File: src/rtl/gray_pkg.sv
// gray_pkg: shared Gray-code helpers and width constants for the FIFO pointer counters.
package gray_pkg;
  localparam int DEFAULT_WIDTH = 4;
  localparam int MAX_WIDTH = 32;
  typedef logic [MAX_WIDTH-1:0] word_t;
  function automatic word_t width_mask(input int width);
    return {MAX_WIDTH{1'b1}} >> (MAX_WIDTH - width);
  endfunction
  function automatic word_t bin2gray(input word_t value, input int width);
    word_t v;
    v = value & width_mask(width);
    return v ^ (v >> 1);
  endfunction
  // Each binary bit is the XOR of all Gray bits at or above it.
  function automatic word_t gray2bin(input word_t value, input int width);
    word_t g;
    word_t b;
    logic acc;
    g = value & width_mask(width);
    b = '0;
    acc = 1'b0;
    for (int i = MAX_WIDTH - 1; i >= 0; i--) begin
      acc = acc ^ g[i];
      b[i] = acc;
    end
    return b;
  endfunction
endpackage

File: src/rtl/gray_counter_if.sv
// gray_counter_if: control and count bundle between a FIFO pointer user and its Gray counter.
interface gray_counter_if import gray_pkg::*; #(parameter int COUNTER_WIDTH = DEFAULT_WIDTH);
  logic Clear_in;
  logic Enable_in;
  logic [COUNTER_WIDTH-1:0] GrayCount_out;
  modport master (output Clear_in, output Enable_in, input GrayCount_out);
  modport slave (input Clear_in, input Enable_in, output GrayCount_out);
endinterface

File: src/rtl/gray_counter.sv
// gray_counter: registered Gray-code counter; the binary register runs one count ahead of the output.
module gray_counter import gray_pkg::*; #(
  parameter int COUNTER_WIDTH = DEFAULT_WIDTH
) (
  input logic Clk,
  input logic Rst_n,
  gray_counter_if.slave bus
);
  logic [COUNTER_WIDTH-1:0] bin_q;
  logic [COUNTER_WIDTH-1:0] gray_q;
  always_ff @(posedge Clk or negedge Rst_n) begin
    if (!Rst_n) begin
      bin_q <= COUNTER_WIDTH'(1);
      gray_q <= '0;
    end else if (bus.Clear_in) begin
      bin_q <= COUNTER_WIDTH'(1);
      gray_q <= '0;
    end else if (bus.Enable_in) begin
      gray_q <= COUNTER_WIDTH'(bin2gray(word_t'(bin_q), COUNTER_WIDTH));
      bin_q <= bin_q + COUNTER_WIDTH'(1);
    end
  end
  assign bus.GrayCount_out = gray_q;
endmodule

File: src/flat_wrapper.sv
// flat-port wrapper written by rule: the top's interface ports become plain ports
module gray_counter_flat import gray_pkg::*;
#(
  parameter int COUNTER_WIDTH = DEFAULT_WIDTH
)
  (Clk, Rst_n, bus_Clear_in, bus_Enable_in, bus_GrayCount_out);
  gray_counter_if #(.COUNTER_WIDTH(COUNTER_WIDTH)) bus_i ();
  input logic Clk;
  input logic Rst_n;
  input wire logic [$bits(bus_i.Clear_in)-1:0] bus_Clear_in;
  input wire logic [$bits(bus_i.Enable_in)-1:0] bus_Enable_in;
  output wire logic [$bits(bus_i.GrayCount_out)-1:0] bus_GrayCount_out;
  assign bus_i.Clear_in = bus_Clear_in;
  assign bus_i.Enable_in = bus_Enable_in;
  assign bus_GrayCount_out = bus_i.GrayCount_out;
  gray_counter #(.COUNTER_WIDTH(COUNTER_WIDTH)) u_core (.Clk(Clk), .Rst_n(Rst_n), .bus(bus_i));
endmodule
File: config.mk
export PLATFORM = sky130hd
export DESIGN_NAME = gray_counter_flat
export DESIGN_NICKNAME = d
export VERILOG_FILES = /design/src/rtl/gray_pkg.sv /design/src/rtl/gray_counter_if.sv /design/src/rtl/gray_counter.sv /design/src/flat_wrapper.sv
export SDC_FILE = /design/constraint.sdc
export NUM_CORES = 1
export LEC_CHECK = 0
export BUFFER_PORTS_ARGS = -buffer_cell sky130_fd_sc_hd__buf_4
export CAP_MARGIN = 20
export CORE_AREA = 2 2 39 41
export CTS_BUF_LIST = sky130_fd_sc_hd__clkbuf_8
export CTS_CLUSTER_DIAMETER = 150
export CTS_CLUSTER_SIZE = 30
export DETAILED_ROUTE_END_ITERATION = 6
export DIE_AREA = 0 0 41 43
export GPL_ROUTABILITY_DRIVEN = 1
export SKIP_LAST_GASP = 1
export SYNTH_ARGS = -nofsm -noshare
export SYNTH_HDL_FRONTEND = slang
export SYNTH_SLANG_ARGS = --single-unit
File: constraint.sdc
create_clock -name Clk -period 1.9 [get_ports Clk]
set_input_delay 0.57 -clock Clk [delete_from_list [all_inputs] [get_ports Clk]]
set_output_delay 0.57 -clock Clk [all_outputs]
set_load 0.01 [all_outputs]
==> flow_summary.ini <==
[status]
status = completed

[synth]
synth-edff-count = 0
async_flop_share_pct = 100
yosysTopAreaCell = dfrtp_1
synth_most_common_cell = dfrtp_1
yosysSeqAreaShare_pct = 49.8
synth_cells = 29
yosys_register_bits = 7
syn_nets = 35
ys_top_cells_by_count = dfrtp_1, nor2_1, mux2i_1
synth_cell_types = 16
avgSynthCellArea_um2 = 12.2
synth.top_cell.area_share_pct = 42.4
syn_area_um2 = 354
yosysWarnings = 0
synth-main-ff-cell = dfrtp_1
synth.area.top_cells = dfrtp_1, mux2i_1, dfstp_2, ha_1, nor2_1

[sta]
worstMarginPinSlew_ns = 0.172
slew-limit-headroom_pct = 88.5
hold_viol = 0
finalSetupViolations = 0
fin_crit_ns = 1.36
fin_crit_sh_pct = 71.7
drv_slew = 0
tns_ns = 0
max_freq_mhz = 734
fin_worst_skew_ns = 0.00349
grt_setup_unrepaired = false

[power]
leakagePower_nw = 0.223
irDropWorstVdd_mv = 0.270
pwr_density_cell_mw_per_mm2 = 965

[cells_and_area]
syn2layout_area_growth_pct = 27.9
antenna_cells = 0
finalNetCount = 45
fin_util_pct = 32.7
fill_cells = 137
drive_gt1_share_pct = 36.8

[clocking]
cts_setup_buffers = 0
cts_inserted_buffers = 3
cts.clk_slew.worst_paths_ns = 0.04
cts_tree = built
cts_buffer_depth = 2
ctsHoldBuffers = 0
clk_latency_ns = 0.23
cts_root_buf = clkbuf_8
h-tree-depth = 1
cts.sinks = 7
ctsResizeCount = 0

[die]
die_h_um = 43
row_count = 14
start_util_pct = 25.6
core_mm2 = 0.00138
die-area_mm2 = 0.00176
fp.dieW_um = 41
io_pins = 8

[route]
wl_um = 680
wl_per_cell_um = 12.6
vias = 249
wl_met1_um = 296
drc_errors = 0
dr.pass1.iters = 2
wl_met3_um = 45
routed.top_layer = met4
dr_wl_met2_um = 314
drtIter0Drc = 2
antenna_left = 0
vias_per_cell = 4.61

[critical_path]
cp.required_ns = 1.33
crit_path_start_kind = flop
slowest_delay_ns = 0.41
timing.rr.start = u_core.bus.GrayCount_out[0]$_DFFE_PN0P_
worstPathArrival_ns = 0.79
crit_chain = buf_4
slowest_stage = dfrtp_1
cp_max_fo = 4
path_class = flop to output pin
crit_start = u_core.bus.GrayCount_out[0]$_DFFE_PN0P_
path_buf_inv = 1
crit_path_end_kind = output pin
path_delay_family = flip-flops

[global_routing]
grt_antenna_before_repair = 0
grt_pass1_vias = 236
grt_pass1_wl_um = 1050
gr-usage-all-layers_pct = 10.1
grt_max_degree = 10
overflow = 0

[place]
dpl.hpwl_um = 487
gp_congestion = 0.639
port_buffers = 7

[run]
maxCapViolCount = 0

[worst_hold_path]
hold_class = input pin to async pin
-- area by class of cell --
cell class | count | area, um2 | share of cell area, %
clock buffers | 3 | 41.3 | 9.12
clock inverters | 1 | 3.75 | 0.829
multi-input cells | 20 | 159 | 35.1
flip-flops and latches | 7 | 176 | 39.0
well taps | 16 | 20.0 | 4.42
repair buffers | 7 | 52.6 | 11.6
-- routing by layer --
layer	up-vias	track usage, %
met5	-	0
met4	0	10.0
met3	3	4.71
met2	8	14.1
met1	122	10.1
li1	116	-
-- metrics by stage --
step           hold WS [ns]  power, mW  std cells  worst slack [ns]  area, um2
3_5_place_dp          0.388      0.226         50             0.642        408
5_1_grt               0.144      0.456         54             0.511        453
2_1_floorplan         0.274      0.206         29             0.730        354
4_1_cts               0.143      0.440         54             0.529        453
6_report              0.139      0.437         54             0.538        453
3_3_place_gp          0.387      0.223         50             0.662        408
-- cells in the final DEF, fill, tap and decap left out --
cell      n
a21bo_2   1
clkbuf_8  3
nor2_1    5
dfstp_2   1
ha_1      2
nand2b_1  1
mux2_4    1
inv_1     1
buf_4     7
nand3b_1  1
nor2b_1   1
a211oi_1  1
nand3_2   1
dfrtp_1   6
a21oi_1   1
mux2i_1   3
xnor2_1   2
-- state kept, by name, summed over array words and instances (netlist names) --
| signal | flops |
|---|---|
| u_core.bus.GrayCount_out | 4 |
| u_core.bin_q | 3 |
-- cells by family (layout without fill, tap and decap cells) --
family	Yosys count	count (layout)	share of synthesized area [%]
xor gates and xnor gates	2	2	4.95
buffers and inverters	2	11	5.30
DFF	7	7	49.8
adders and majority gates	2	2	7.07
muxes	4	4	12.7
and+or+nand+nor	9	9	13.8
AOI/OAI and AO/OA	3	3	6.36
-- worst paths after layout --
kind | to | slack [ns] | depth (start not counted)
max | bus_GrayCount_out[0] | 0.54 | 1
min | u_core.bus.GrayCount_out[2]$_DFFE_PN0P_ | 0.14 | 1
max reg2reg | u_core.bin_q[3]$_DFFE_PN0P_ | 0.79 | 3
min reg2reg | u_core.bus.GrayCount_out[3]$_DFFE_PN0P_ | 0.53 | 2
max in group asynchronous | u_core.bin_q[0]$_DFFE_PN1P_ | 1.55 | 1
min in group Clk | u_core.bus.GrayCount_out[3]$_DFFE_PN0P_ | 0.53 | 2
-- power breakdown --
part / switching [mW] / internal, mW
logic: 0.0245 / 0.0277
clock network: 0.0737 / 0.140
registers: 0.00972 / 0.161
total: 0.108 / 0.329
No activity file was read; power rests on OpenSTA's default activity.
